File: config.mk
export PLATFORM = sky130hd
export DESIGN_NAME = jk_excitation_encoder
export DESIGN_NICKNAME = d
export VERILOG_FILES = /design/src/rtl/jk_pkg.sv /design/src/rtl/jk_ff_bank.sv /design/src/rtl/jk_excitation_encoder.sv
export SDC_FILE = /design/constraint.sdc
export NUM_CORES = 1
export LEC_CHECK = 0
export BUFFER_PORTS_ARGS = -buffer_cell sky130_fd_sc_hd__buf_2
export CORE_MARGIN = 2
export CORE_UTILIZATION = 50
export DETAILED_ROUTE_END_ITERATION = 6
export PLACE_DENSITY = 0.76
export SYNTH_ARGS = -nofsm -noshare
export SYNTH_HDL_FRONTEND = slang
export SYNTH_SLANG_ARGS = --single-unit
export TNS_END_PERCENT = 1
File: constraint.sdc
create_clock -name C -period 6.3 [get_ports C]
set_clock_uncertainty 0.1 [all_clocks]
set_input_delay 0.945 -clock C [delete_from_list [all_inputs] [get_ports C]]
set_output_delay 0.945 -clock C [all_outputs]
set_load 0.05 [all_outputs]
File: src/rtl/jk_pkg.sv
// Shared types and constants for the JK excitation encoder.
package jk_pkg;

    typedef enum logic [1:0] {
        ST_IDLE,
        ST_ENCODE,
        ST_APPLY,
        ST_CHECK
    } jk_state_e;

    // How excitation don't-cares are resolved.
    localparam bit DC_FILL_HOLD   = 1'b0;
    localparam bit DC_FILL_TOGGLE = 1'b1;

endpackage

File: src/rtl/jk_ff_bank.sv
// WIDTH-bit edge-triggered JK register bank with enable and sync active-low reset.
module jk_ff_bank #(
    parameter int unsigned WIDTH = 8
) (
    input  logic             clk,
    input  logic             rst_n,
    input  logic             en,
    input  logic [WIDTH-1:0] j,
    input  logic [WIDTH-1:0] k,
    output logic [WIDTH-1:0] q,
    output logic [WIDTH-1:0] qn,
    output logic [WIDTH-1:0] q_next
);

    logic [WIDTH-1:0] q_q;
    logic [WIDTH-1:0] q_d;

    // Per bit: 00 hold, 10 set, 01 reset, 11 toggle.
    always_comb begin
        q_d = q_q;
        if (en) begin
            q_d = (j & ~q_q) | (~k & q_q);
        end
    end

    always_ff @(posedge clk) begin
        if (!rst_n) begin
            q_q <= '0;
        end else begin
            q_q <= q_d;
        end
    end

    assign q      = q_q;
    assign qn     = ~q_q;
    assign q_next = q_d;

endmodule

File: src/rtl/jk_excitation_encoder.sv
// Computes JK excitation for a requested target, applies it to a JK bank,
// then reports completion and whether the bank reached the target.
module jk_excitation_encoder
    import jk_pkg::*;
#(
    parameter int unsigned WIDTH   = 8,
    parameter bit          DC_FILL = DC_FILL_HOLD
) (
    input  logic                         C,
    input  logic                         rst_n,
    input  logic                         in_valid,
    output logic                         in_ready,
    input  logic [WIDTH-1:0]             target,
    output logic [WIDTH-1:0]             J,
    output logic [WIDTH-1:0]             K,
    output logic [WIDTH-1:0]             Q,
    output logic [WIDTH-1:0]             Qn,
    output logic [$clog2(WIDTH+1)-1:0]   toggle_cnt,
    output logic                         done,
    output logic                         err
);

    localparam int unsigned CW = $clog2(WIDTH + 1);

    jk_state_e        state_q, state_d;
    logic [WIDTH-1:0] tgt_q, tgt_d;
    logic [WIDTH-1:0] j_q, j_d;
    logic [WIDTH-1:0] k_q, k_d;
    logic [CW-1:0]    cnt_q, cnt_d;
    logic             done_q, done_d;
    logic             err_q, err_d;

    logic [WIDTH-1:0] j_enc, k_enc, q_next, diff;
    logic [CW-1:0]    pop_cnt;

    jk_ff_bank #(
        .WIDTH (WIDTH)
    ) u_bank (
        .clk    (C),
        .rst_n  (rst_n),
        .en     (state_q == ST_APPLY),
        .j      (j_q),
        .k      (k_q),
        .q      (Q),
        .qn     (Qn),
        .q_next (q_next)
    );

    // Required transition determines one input; the other takes the fill value.
    always_comb begin
        j_enc = (~Q & tgt_q) | (Q & {WIDTH{DC_FILL}});
        k_enc = (Q & ~tgt_q) | (~Q & {WIDTH{DC_FILL}});
    end

    always_comb begin
        diff    = Q ^ target;
        pop_cnt = '0;
        for (int unsigned i = 0; i < WIDTH; i++) begin
            pop_cnt = pop_cnt + CW'(diff[i]);
        end
    end

    always_comb begin
        state_d = state_q;
        tgt_d   = tgt_q;
        j_d     = j_q;
        k_d     = k_q;
        cnt_d   = cnt_q;
        done_d  = 1'b0;
        err_d   = 1'b0;
        case (state_q)
            ST_IDLE: begin
                if (in_valid) begin
                    state_d = ST_ENCODE;
                    tgt_d   = target;
                    cnt_d   = pop_cnt;
                end
            end
            ST_ENCODE: begin
                j_d     = j_enc;
                k_d     = k_enc;
                state_d = ST_APPLY;
            end
            // done/err are registered here so they are visible during CHECK.
            ST_APPLY: begin
                state_d = ST_CHECK;
                done_d  = 1'b1;
                err_d   = (q_next != tgt_q);
            end
            ST_CHECK: begin
                state_d = ST_IDLE;
            end
            default: begin
                state_d = ST_IDLE;
            end
        endcase
    end

    always_ff @(posedge C) begin
        if (!rst_n) begin
            state_q <= ST_IDLE;
            tgt_q   <= '0;
            j_q     <= '0;
            k_q     <= '0;
            cnt_q   <= '0;
            done_q  <= 1'b0;
            err_q   <= 1'b0;
        end else begin
            state_q <= state_d;
            tgt_q   <= tgt_d;
            j_q     <= j_d;
            k_q     <= k_d;
            cnt_q   <= cnt_d;
            done_q  <= done_d;
            err_q   <= err_d;
        end
    end

    assign in_ready   = (state_q == ST_IDLE);
    assign J          = j_q;
    assign K          = k_q;
    assign toggle_cnt = cnt_q;
    assign done       = done_q;
    assign err        = err_q;

endmodule

==> results.toml <==
[status]
status = "finished, final reports clean"

[critical_path]
reg2reg_slack_ps = 2950
crit_path_start_kind = "input pin"
required_ps = 6420
worstSetupPathType = "input pin to flop"
setup.worst_path.end_class = "flop"
crit_slowest_cell = "fa_1"
cp.arrival_ps = 3800
path_max_fanout = 2
path_cells = "buf_2 -> xnor2_1 -> fa_1 -> fa_1 -> fa_1 -> inv_1 -> ha_1 -> inv_1 -> fa_1 -> xnor2_1 -> nand2_1 -> a21boi_0"
cp_common_cell = "fa_1"
crit_path_max_incr_delay_ps = 520

[sta]
slew_headroom = 0.346
finalSetupViolCount = 0
hold_ws_ps = 370
rsz0062_at_grt = "no"
slew_violations = 0
period_needed_ps = 3680
hold_viol = 0
setup_tns_ps = 0
fmax_mhz = 272
fin_crit_sh = 0.584
worst_pin_slew_ps = 982

[route]
first_iter_violations = 80
drcViolationCount = 0
routedWlPerCell_um = 11.9
postRouteAntennaNets = 0
avgViaCountPerCell = 4.95
drtPass1Iterations = 4
drt_wl_total_um = 3760
vias = 1565

[synthesis]
syn_area_per_cell_um2 = 8.89
ys.flop_type = "dfxtp_1"
yosys_warnings = 0
syn-cell-area_um2 = 1980
yosysTopAreaCell = "dfxtp_1"
synth_edf_count = 0
synthTopCellsByArea = "dfxtp_1 (40%), a21boi_0 (6.8%), nand2_1 (6.1%)"
syn_inst = 223
synth-seq-cells = 40
syn_nets = 244
synth_top_area_share = 0.404
yosysUniqueCellTypes = 30
netlist_top_cells_count = "dfxtp_1 (40), nand2_1 (32), inv_1 (24)"
ys_async_sr_fraction = 0
seq_area_frac_synth = 0.404
yosysMostFrequentCell = "dfxtp_1"

[clock_tree]
postCtsSetupBuffers = 0
clk_latency_ps = 280
clk_pin_slew_ps = 70
cts.repair.resized = 0
cts_root_buf = "clkbuf_8"
cts_sinks = 40
cts_max_path_buffers = 2
ctsHoldBuffers = 0
htreeDepth = 2
cts_tree = "built"
cts_buffers = 5

[place]
gp_congestion = 0.702
dpl.hpwl_um = 2640
dpl_cell_area_um2 = 2230
numPortBuffers = 49

[power]
powerDensity_nw_per_um2 = 332
leakage_nw = 0.981
peakVddDrop_v = 0.000222

[layout]
area_growth_syn_to_layout_pct = 16.2
design_area_um2 = 2300
fin_nets = 289
drive_gt1_frac = 0.235
diodes = 0

[floorplan]
fp-row-count = 22
fp.coreArea_um2 = 3740
die_h_um = 67.0
die_area_um2 = 4490
ios = 50
start_util = 0.530
die_w_um = 67.0

[global_route]
antenna_found_initial = 0
gr-total-overflow = 0
grt_pass1_wl_um = 6150
first_global_vias = 1356
grt_usage = 0.182
grt_max_degree = 40

[run]
maxCapViolCount = 0

[hold_path]
hp-class = "flop to flop"
-- critical path, delay by kind of cell --
family | cells | cell delay, ps
adder cells (fa/ha/maj) | 5 | 2020
XOR/XNOR | 2 | 360
buffers and inverters | 3 | 240
AO/OA/AOI/OAI | 1 | 160
AND/OR/NAND/NOR | 1 | 60
-- metrics by stage --
stage / setup WS, ps / total power, mW / instances / util
2_1_floorplan: 2600 / 0.566 / 223 / -
3_3_place_gp: 2370 / 0.612 / 309 / 0.595
3_5_place_dp: 2320 / 0.615 / 309 / 0.595
4_1_cts: 2610 / 0.775 / 316 / 0.616
5_1_grt: 2470 / 0.813 / 316 / 0.616
6_report: 2620 / 0.764 / 316 / 0.616
-- power by group --
part / switching [mW] / internal (mW) / total (mW)
registers: 0.0254 / 0.285 / 0.310
clock network: 0.0825 / 0.0753 / 0.158
logic: 0.202 / 0.0940 / 0.296
-- cells by family (layout without fill, tap and decap cells) --
group / after synthesis / count (layout) / share of synthesized area
AND/OR/NAND/NOR: 72 / 72 / 0.192
flip-flops: 40 / 40 / 0.404
XOR/XNOR: 17 / 17 / 0.0751
adder cells (fa/ha/maj): 10 / 10 / 0.0782
AO/OA/AOI/OAI: 48 / 48 / 0.169
multiplexers: 1 / 1 / 0.00505
buffers and inverters: 35 / 80 / 0.0763
-- flip-flops by register name, summed over array words and instances (netlist names) --
register,cells
J,8
K,8
done,1
err,1
state_q,2
tgt_q,8
toggle_cnt,4
u_bank.q,8
-- cells in the final DEF (no fill, tap or decap) --
cell type	n
buf_2	49
dfxtp_1	40
nand2_1	32
inv_1	24
a21boi_0	18
and2_1	13
xnor2_1	12
a21oi_1	10
nand2b_1	9
o22ai_1	8
nand3b_1	8
ha_1	6
xor2_1	5
clkbuf_8	5
a31o_2	4
nor2b_1	4
fa_1	4
a31oi_2	2
a31oi_1	2
and2_2	2
o21ai_0	2
nor4_1	2
o211a_1	1
and2b_1	1
nor2_1	1
mux2i_1	1
a21boi_1	1
clkbuf_1	1
clkinv_2	1
-- path summary, 6_finish.rpt --
kind,cells past startpoint,to,start
setup / recovery,12,toggle_cnt[2],target[1]
hold / removal,2,toggle_cnt[2],toggle_cnt[2]
setup reg to reg,11,toggle_cnt[2],u_bank.q[3]
hold reg to reg,2,toggle_cnt[2],toggle_cnt[2]
-- area by class of cell --
cell class              count  area [um2]
clock buffers               6        72.6
clock inverters             1        5.00
fillers                   362        1440
inverters                  24        90.1
multi-input cells         148        1030
flip-flops and latches     40         801
well taps                  48        60.1
repair buffers             49         245
-- per-layer routing --
| metal | GRT usage | up-vias | wire length [um] |
|---|---|---|---|
| li1 | - | 810 | - |
| met5 | 0 | - | 0 |
| met3 | 0.0524 | 2 | 175 |
| met1 | 0.232 | 722 | 1840 |
| met2 | 0.301 | 31 | 1710 |
| met4 | 0.0459 | 0 | 23 |
No activity file was read; power rests on OpenSTA's default activity.
